$ cat src/rtl/fib_controller_if.sv
// Control/status bundle between fib_controller and the Fibonacci datapath.
//   start, lt, empty, d           : request and datapath status into the controller
//   dp_rst, push, pop, ld, is, fs : datapath strobes out of the controller
//   inc                           : leaf counter increment
//   busy, done, err               : computation status
// The master modport is the controller's view; slave is the datapath/requester view.
interface fib_controller_if;
  logic start;
  logic lt;
  logic empty;
  logic d;
  logic dp_rst;
  logic push;
  logic pop;
  logic ld;
  logic is;
  logic fs;
  logic inc;
  logic busy;
  logic done;
  logic err;

  modport master (
    input  start, lt, empty, d,
    output dp_rst, push, pop, ld, is, fs, inc, busy, done, err
  );

  modport slave (
    output start, lt, empty, d,
    input  dp_rst, push, pop, ld, is, fs, inc, busy, done, err
  );
endinterface

$ cat src/rtl/fib_controller.sv
// Control FSM for the gate-level Fibonacci engine. It walks an explicit stack:
// each popped value is either counted as a leaf (< 2) or expanded into its
// n-1 and n-2 children. The datapath leaf counter holds the result at done.
// Ports:
//   clk   : system clock, rising edge
//   rst   : synchronous active-high reset
//   dp_io : fib_controller_if.master (start/status in, strobes/status out)
// Strobes are decoded combinationally from state (Mealy in CHECK and on start
// in IDLE/DONE); busy, done and err are registered.
module fib_controller (
  input  logic             clk,
  input  logic             rst,
  fib_controller_if.master dp_io
);

  typedef enum logic [2:0] {
    S_IDLE  = 3'd0,
    S_LOAD  = 3'd1,
    S_CHECK = 3'd2,
    S_EXP1  = 3'd3,
    S_EXP2  = 3'd4,
    S_DONE  = 3'd5
  } state_e;

  state_e state_q, state_d;
  logic   err_q, err_d;
  logic   busy_q, busy_d;
  logic   done_q, done_d;

  logic dp_rst_c, push_c, pop_c, ld_c, is_c, fs_c, inc_c;

  // State and status flag registers
  always_ff @(posedge clk) begin
    if (rst) begin
      state_q <= S_IDLE;
      err_q   <= 1'b0;
      busy_q  <= 1'b0;
      done_q  <= 1'b0;
    end else begin
      state_q <= state_d;
      err_q   <= err_d;
      busy_q  <= busy_d;
      done_q  <= done_d;
    end
  end

  // Next-state logic; busy/done are registered from the next state so they
  // line up exactly with the state they describe.
  always_comb begin
    state_d = state_q;
    err_d   = err_q;
    case (state_q)
      S_IDLE, S_DONE: begin
        if (dp_io.start) begin
          state_d = S_LOAD;
          err_d   = 1'b0;
        end
      end
      S_LOAD:  state_d = S_CHECK;
      S_CHECK: begin
        // Overflow wins over empty, empty wins over the leaf test
        if (dp_io.d) begin
          err_d   = 1'b1;
          state_d = S_DONE;
        end else if (dp_io.empty) begin
          state_d = S_DONE;
        end else if (!dp_io.lt) begin
          state_d = S_EXP1;
        end
      end
      S_EXP1:  state_d = S_EXP2;
      S_EXP2:  state_d = S_CHECK;
      default: state_d = S_IDLE;
    endcase
    busy_d = (state_d == S_LOAD) || (state_d == S_CHECK) ||
             (state_d == S_EXP1) || (state_d == S_EXP2);
    done_d = (state_d == S_DONE);
  end

  // Strobe decode; rst suppresses every strobe in the cycle it is asserted
  always_comb begin
    dp_rst_c = 1'b0;
    push_c   = 1'b0;
    pop_c    = 1'b0;
    ld_c     = 1'b0;
    is_c     = 1'b0;
    fs_c     = 1'b0;
    inc_c    = 1'b0;
    if (!rst) begin
      case (state_q)
        S_IDLE, S_DONE: begin
          dp_rst_c = dp_io.start;
        end
        S_LOAD: begin
          push_c = 1'b1;
        end
        S_CHECK: begin
          if (!dp_io.d && !dp_io.empty) begin
            pop_c = 1'b1;
            if (dp_io.lt) begin
              inc_c = 1'b1;
            end else begin
              ld_c = 1'b1;
            end
          end
        end
        S_EXP1: begin
          push_c = 1'b1;
          is_c   = 1'b1;
          fs_c   = 1'b1;
        end
        S_EXP2: begin
          push_c = 1'b1;
          is_c   = 1'b1;
        end
        default: begin
          dp_rst_c = 1'b0;
        end
      endcase
    end
  end

  assign dp_io.dp_rst = dp_rst_c;
  assign dp_io.push   = push_c;
  assign dp_io.pop    = pop_c;
  assign dp_io.ld     = ld_c;
  assign dp_io.is     = is_c;
  assign dp_io.fs     = fs_c;
  assign dp_io.inc    = inc_c;
  assign dp_io.busy   = busy_q;
  assign dp_io.done   = done_q;
  assign dp_io.err    = err_q;

endmodule

$ cat src/flat_wrapper.sv
// flat-port wrapper written by rule: the top's interface ports become plain ports
module fib_controller_flat 
  (clk, rst, dp_io_start, dp_io_lt, dp_io_empty, dp_io_d, dp_io_dp_rst, dp_io_push, dp_io_pop, dp_io_ld, dp_io_is, dp_io_fs, dp_io_inc, dp_io_busy, dp_io_done, dp_io_err);
  fib_controller_if dp_io_i ();
  input  logic clk;
  input  logic rst;
  input wire logic [$bits(dp_io_i.start)-1:0] dp_io_start;
  input wire logic [$bits(dp_io_i.lt)-1:0] dp_io_lt;
  input wire logic [$bits(dp_io_i.empty)-1:0] dp_io_empty;
  input wire logic [$bits(dp_io_i.d)-1:0] dp_io_d;
  output wire logic [$bits(dp_io_i.dp_rst)-1:0] dp_io_dp_rst;
  output wire logic [$bits(dp_io_i.push)-1:0] dp_io_push;
  output wire logic [$bits(dp_io_i.pop)-1:0] dp_io_pop;
  output wire logic [$bits(dp_io_i.ld)-1:0] dp_io_ld;
  output wire logic [$bits(dp_io_i.is)-1:0] dp_io_is;
  output wire logic [$bits(dp_io_i.fs)-1:0] dp_io_fs;
  output wire logic [$bits(dp_io_i.inc)-1:0] dp_io_inc;
  output wire logic [$bits(dp_io_i.busy)-1:0] dp_io_busy;
  output wire logic [$bits(dp_io_i.done)-1:0] dp_io_done;
  output wire logic [$bits(dp_io_i.err)-1:0] dp_io_err;
  assign dp_io_i.start = dp_io_start;
  assign dp_io_i.lt = dp_io_lt;
  assign dp_io_i.empty = dp_io_empty;
  assign dp_io_i.d = dp_io_d;
  assign dp_io_dp_rst = dp_io_i.dp_rst;
  assign dp_io_push = dp_io_i.push;
  assign dp_io_pop = dp_io_i.pop;
  assign dp_io_ld = dp_io_i.ld;
  assign dp_io_is = dp_io_i.is;
  assign dp_io_fs = dp_io_i.fs;
  assign dp_io_inc = dp_io_i.inc;
  assign dp_io_busy = dp_io_i.busy;
  assign dp_io_done = dp_io_i.done;
  assign dp_io_err = dp_io_i.err;
  fib_controller u_core (.clk(clk), .rst(rst), .dp_io(dp_io_i));
endmodule
$ cat config.mk
export PLATFORM = sky130hd
export DESIGN_NAME = fib_controller_flat
export DESIGN_NICKNAME = d
export VERILOG_FILES = /design/src/rtl/fib_controller_if.sv /design/src/rtl/fib_controller.sv /design/src/flat_wrapper.sv
export SDC_FILE = /design/constraint.sdc
export NUM_CORES = 1
export LEC_CHECK = 0
export CAP_MARGIN = 25
export CELL_PAD_IN_SITES_DETAIL_PLACEMENT = 1
export CELL_PAD_IN_SITES_GLOBAL_PLACEMENT = 1
export CORE_MARGIN = 1.5
export CORE_UTILIZATION = 28
export DETAILED_ROUTE_END_ITERATION = 7
export GPL_TIMING_DRIVEN = 0
export PLACE_DENSITY_LB_ADDON = 0.05
export SLEW_MARGIN = 15
export SYNTH_ARGS = -nofsm -noshare
export SYNTH_HDL_FRONTEND = slang
export SYNTH_SLANG_ARGS = --single-unit
$ cat constraint.sdc
create_clock -name clk -period 1.4 [get_ports clk]
set_clock_uncertainty 0.1 [all_clocks]
set_input_delay 0.21 -clock clk [delete_from_list [all_inputs] [get_ports clk]]
set_output_delay 0.21 -clock clk [all_outputs]
set_load 0.01 [all_outputs]
==> flow_metrics.tcl, run 1 <==
set metrics [dict create \
    fin_ws_ns -0.2445 \
    clock_path_buffers 2 \
    die_x_um 40.22 \
    synth_cell_type_count 26 \
    use_met2 0.4274 \
    synth_top_area_share 0.3097 \
    final_antenna_net_count 0 \
    synthArstFlopShare 0 \
    hp-start "dp_io_start" \
    insertion_delay_ns 0.25 \
    cts-root-buf "clkbuf_4" \
    met1_usage 0.2591 \
    cp-startpoint "u_core.state_q[0]" \
    syn_to_final_growth_pct 83.87 \
    die_h_um 40.22 \
    path_class "flip-flop to output port" \
    antenna_cells 0 \
    status "finished, violations left" \
    start_util 0.2981 \
    max-slew-margin-rel 0.8437 \
    cts_tree "yes" \
    cp_max_fo 7 \
    drive_gt1_frac 0.5342 \
    gp_congestion 0.6941 \
    ios 16 \
    synth.largest_area_cell "dfxtp_1" \
    routedWlPerCell_um 17.38 \
    syn-cell-area_um2 387.9 \
    syn_area_per_cell_um2 8.619 \
    place_hpwl_um 882.1 \
    core_mm2 0.001301 \
    multiInputGateArea_um2 282.8 \
    via_per_inst 4.966 \
    cts.sinks 6 \
    synth_warnings 0 \
    busiest_layer "met2" \
    port_buffers 15 \
    drcViolationCount 0 \
    grt_pass1_wl_um 2380 \
    yosysSeqAreaShare 0.3097 \
    setup_viol 7 \
    grt_start_max_net_pins 9 \
    nets 81 \
    fin_crit_sh 1.175 \
    h-tree-depth 1 \
    antenna_found_initial 0 \
    ff_latch_area_um2 131.4 \
    arrival_ns 1.33 \
    routed_wl_um 1529 \
    dr.pass1.iters 2 \
    route.vias.total 437 \
    rsz0062_at_grt "yes" \
    cts_inserted_buffers 3 \
    fin_util 0.5481 \
    grt_pass1_vias 476 \
    slew_viol_final 0 \
    grt_overflow 0 \
    startpoint_type "flip-flop" \
    fill_cells 157 \
    worstPathRequired_ns 1.09 \
    worstSetupEndpointType "output port" \
    die-area_mm2 0.001618 \
    synth-edff-count 0 \
    clk_pin_slew_ns 0.05 \
    track_usage 0.2383 \
    period_needed_ns 1.645 \
    max_slew.worst_pin.slew_ns 0.2329 \
    yosys_register_bits 6 \
    synthFlopType "dfxtp_1" \
    use_met3 0.1167 \
    finalHoldViolations 0 \
    maxCapViolations 0 \
    hp-class "input port to flip-flop" \
    p_total_mw 0.5759 \
    synthCells 45 \
    p_leak_nw 0.3203 \
    power_density_mw_per_mm2 807.5 \
    synth_area_leaders "dfxtp_1 31%, o32a_1 5.2%, or2_2 4.8%, a21oi_1 3.9%, nand3b_1 3.9%" \
    crit-reg2reg-launch "u_core.state_q[2]" \
    syn-num-nets 51 \
    peakVddDrop_v 0.0004606 \
    violations "negative setup slack" \
    fmax_ghz 0.6081 \
    drtIter0Drc 2 \
    num_rows 13 \
]
-- flip-flops by register name, indices dropped and copies added (netlist names) --
signal             cells
u_core.dp_io.busy      1
u_core.dp_io.err       1
u_core.state_q         3
u_core.dp_io.done      1
-- worst max-delay path: stages (launching register included) --
cell	delay, ns
dfxtp_4	0.35
buf_8	0.14
nor4_4	0.29
nor2b_2	0.17
buf_2	0.12
-- per-layer routing --
metal / part of all wire / wire length (µm)
met5: 0 / 0
met4: 0.0092 / 14
met3: 0.063 / 97
met2: 0.53 / 812
met1: 0.40 / 604
-- synthesized netlist by cell type (2+ instances only) --
cell / instances
nor3_1: 2
a21oi_1: 3
nor3b_1: 2
buf_2: 2
nand3b_1: 2
nor2_1: 3
nor2b_1: 2
nand2b_1: 2
dfxtp_1: 6
inv_1: 2
o32a_1: 2
or2_2: 3
-- through the flow --
step	instance area (µm²)	hold slack, ns	worst slack [ns]	std cells	TNS (ns)
floorplan	399.1	0.2261	0.002862	45	0
global placement	568.0	0.4121	-0.8030	75	-5.723
detailed placement	568.0	0.4421	-0.8564	75	-6.258
CTS	704.4	0.3815	-0.2603	89	-1.671
global route	713.2	0.2295	-0.3292	88	-1.801
finish	713.2	0.2564	-0.2445	88	-1.318
-- kinds of logic (layout without fill, tap and decap cells) --
kind of cell,Yosys count,after routing,synth area share
and+or+nand+nor,23,23,0.4193
DFF,6,6,0.3097
xor gates and xnor gates,1,1,0.02258
buffers and inverters,6,34,0.08387
AOI/OAI and AO/OA,9,9,0.1645
-- power by group --
part | switching, mW | internal [mW] | total [mW] | leakage, nW
registers | 0.0122 | 0.184 | 0.196 | 0.0512
logic | 0.0978 | 0.120 | 0.218 | 0.255
clock network | 0.0645 | 0.0971 | 0.162 | 0.0138
total | 0.174 | 0.401 | 0.576 | 0.320
-- layout make-up --
type	count	share of cell area
Tap cell	15	0.02632
Sequential cell	6	0.1842
Clock buffer	3	0.03158
Buffer	2	0.04035
Multi-Input combinational cell	33	0.3965
Timing Repair Buffer	27	0.3105
Inverter	2	0.01053
-- what timing repair did --
item / CTS / global route
buffers inserted: 12 / 0
pin swaps: 8 / 7
gates resized for setup: 51 / 7
hold endpoints to repair: 0 / 0
setup endpoints to repair: 12 / 14
hold buffers: 0 / 0
-- worst paths after layout --
path | cells past startpoint | endpoint | slack (ns)
worst max-delay path | 4 | dp_io_ld | -0.24
worst min-delay path | 2 | u_core.dp_io.err | 0.26
worst max register to register | 5 | u_core.dp_io.done | 0
worst min register to register | 2 | u_core.dp_io.err | 0.43
-- cell usage in the layout (no fill, tap or decap), types with 2 or more instances in the layout --
cell            Yosys  layout
buf_4               0       9
buf_2               2       6
dlygate4sd2_1       0       5
buf_6               1       4
nor2_1              3       3
clkbuf_4            0       3
dfxtp_1             6       3
dfxtp_4             0       3
or2_4               0       2
nand2b_1            2       2
nand3b_1            2       2
a21oi_2             0       2
o32a_1              2       2
inv_1               2       2
nor3_1              2       2
dlymetal6s2s_1      0       2
(Power assumes the default switching activity.)
==> run 2: changes to the inputs <==
Settings changed: CAP_MARGIN 25 to unset.
==> results of run 2 <==
No change in the layout: final DEF, timing and power equal those of run 1.
==> run 3: changes to the inputs <==
Settings changed: ABC_CLOCK_PERIOD_IN_PS set to 1400, SETUP_SLACK_MARGIN set to 0.2.
==> flow_metrics.tcl, run 3 (same netlist as run 1, synthesis figures left out) <==
set metrics [dict create \
    ios 16 \
    dr.pass1.iters 2 \
    clock_path_buffers 2 \
    maxCapViolations 0 \
    regMostFlops "u_core.state_q" \
    cp-startpoint "u_core.state_q[2]" \
    slowest_delay_ns 0.31 \
    p_total_mw 0.5901 \
    clk_pin_slew_ns 0.04 \
    routedWlPerCell_um 13.99 \
    arrival_ns 1.30 \
    drive_gt1_frac 0.5769 \
    setup_tns_ns -1.198 \
    rr_endpoint "u_core.dp_io.done" \
    power_density_mw_per_mm2 768.1 \
    route.vias.total 468 \
    cts-root-buf "clkbuf_4" \
    insertion_delay_ns 0.24 \
    pre_cts_ws_ns -0.8875 \
    cp.depth 5 \
    drcViolationCount 0 \
    p_leak_nw 0.3328 \
    violations "negative setup slack" \
    cp_max_fo 4 \
    grt_start_max_net_pins 11 \
    antenna_cells 0 \
    final_cells 93 \
    final_common_cell "buf_4" \
    routed_wl_um 1301 \
    drtIter0Drc 1 \
    finalHoldViolations 0 \
    gp_congestion 0.7515 \
    crit-reg2reg-launch "u_core.state_q[2]" \
    final_antenna_net_count 0 \
    max-slew-margin-rel 0.8405 \
    cp.buffers_inverters 3 \
    max_slew.worst_pin.slew_ns 0.2377 \
    num_rows 13 \
    fmax_ghz 0.6211 \
    peakVddDrop_v 0.0004659 \
    hp-class "input port to flip-flop" \
    final_cell_mix "12 x buf_4, 7 x buf_6, 7 x dlygate4sd2_1" \
    met1_usage 0.1987 \
    busiest_layer "met2" \
    nets 86 \
    crit_top_cell "buf_6" \
    use_met2 0.2903 \
    startpoint_type "flip-flop" \
    period_needed_ns 1.610 \
    core_mm2 0.001301 \
    via_per_inst 5.032 \
    grt_overflow 0 \
    status "finished, violations left" \
    start_util 0.2981 \
    worstSetupEndpointType "output port" \
    port_buffers 15 \
    antenna_found_initial 0 \
    h-tree-depth 1 \
    die_h_um 40.22 \
    cp-endpoint "dp_io_dp_rst" \
    worst-r2r-cell-count 5 \
    setup_viol 7 \
    path_cells "buf_6 > buf_6 > xnor2_4 > and4bb_2 > buf_6" \
    use_met3 0.08333 \
    syn_to_final_growth_pct 98.06 \
    cts_inserted_buffers 3 \
    hold_ws_ns 0.3346 \
    die-area_mm2 0.001618 \
    slowest_stage "dfxtp_2" \
    cts_tree "yes" \
    slew_viol_final 0 \
    r2r_slack_ns 0.04 \
    fin_ws_ns -0.2101 \
    path_class "flip-flop to output port" \
    grt_pass1_vias 386 \
    place_inst 75 \
    track_usage 0.1682 \
    largest_reg_flops 3 \
    rsz0062_at_grt "yes" \
    path_delay_family "buffers and inverters" \
    grt_pass1_wl_um 1711 \
    fill_cells 162 \
    place_hpwl_um 725 \
    cts.sinks 6 \
    fin_crit_sh 1.150 \
    die_x_um 40.22 \
    worstPathRequired_ns 1.09 \
]
-- run 3: cell count changes in the layout (fill, tap and decap cells not counted), moves of 2 or more --
cell / previous run / this run
buf_6: 4 / 7
dfxtp_4: 3 / 0
buf_4: 9 / 12
dlygate4sd2_1: 5 / 7
dlymetal6s2s_1: 2 / 0
dfxtp_2: 0 / 2
-- run 3: layout make-up --
| class | instances | area (µm²) | area share |
|---|---|---|---|
| multi-input cells | 33 | 302.8 | 0.3941 |
| repair buffers | 30 | 242.7 | 0.3160 |
| flip-flops and latches | 6 | 122.6 | 0.1596 |
| plain buffers | 4 | 51.30 | 0.06678 |
| clock buffers | 3 | 22.52 | 0.02932 |
| well taps | 15 | 18.77 | 0.02443 |
| inverters | 2 | 7.507 | 0.009772 |
-- run 3: worst min-delay path by stage --
stage | startpoint | endpoint | slack (ns) | cells after the start
2_1_floorplan | dp_io_start | u_core.dp_io.err | 0.23 | 1
3_3_place_gp | u_core.dp_io.err | u_core.dp_io.err | 0.41 | 2
3_5_place_dp | u_core.dp_io.err | u_core.dp_io.err | 0.42 | 2
4_1_cts | dp_io_start | u_core.dp_io.err | 0.29 | 2
5_1_grt | dp_io_start | u_core.dp_io.err | 0.36 | 2
6_report | dp_io_start | u_core.dp_io.err | 0.33 | 2
-- run 3: worst register-to-register path: stages, from the launching register on --
cell and delay [ns]:
dfxtp_2 0.31, buf_6 0.12, nand2b_4 0.16, buf_6 0.12, o32a_1 0.32, nor3_2 0.17
-- run 3: power by group --
group / internal (mW) / switching, mW / total (mW)
logic: 0.137 / 0.103 / 0.240
clock network: 0.0969 / 0.0621 / 0.159
registers: 0.185 / 0.00589 / 0.191
-- run 3: what timing repair did --
action / 4_1_cts / 5_1_grt
pin swaps: 6 / 9
resized for setup: 44 / 8
setup buffers: 10 / 5
hold buffers: 0 / 0
endpoints found under the setup margin: 16 / 13
-- run 3: routing by layer --
| layer | up-vias | share of wire | routed length (µm) |
|---|---|---|---|
| li1 | 227 | - | - |
| met1 | 225 | 0.42 | 545 |
| met2 | 14 | 0.52 | 672 |
| met3 | 2 | 0.056 | 73 |
| met4 | 0 | 0.0077 | 10 |
| met5 | - | 0 | 0 |
-- run 3: stage by stage --
step,util,instance area [µm²]
4_1_cts,0.5365,698.2
3_3_place_gp,0.4577,595.6
6_report,0.5904,768.2
2_1_floorplan,-,426.7
3_5_place_dp,0.4577,595.6
5_1_grt,0.5904,768.2
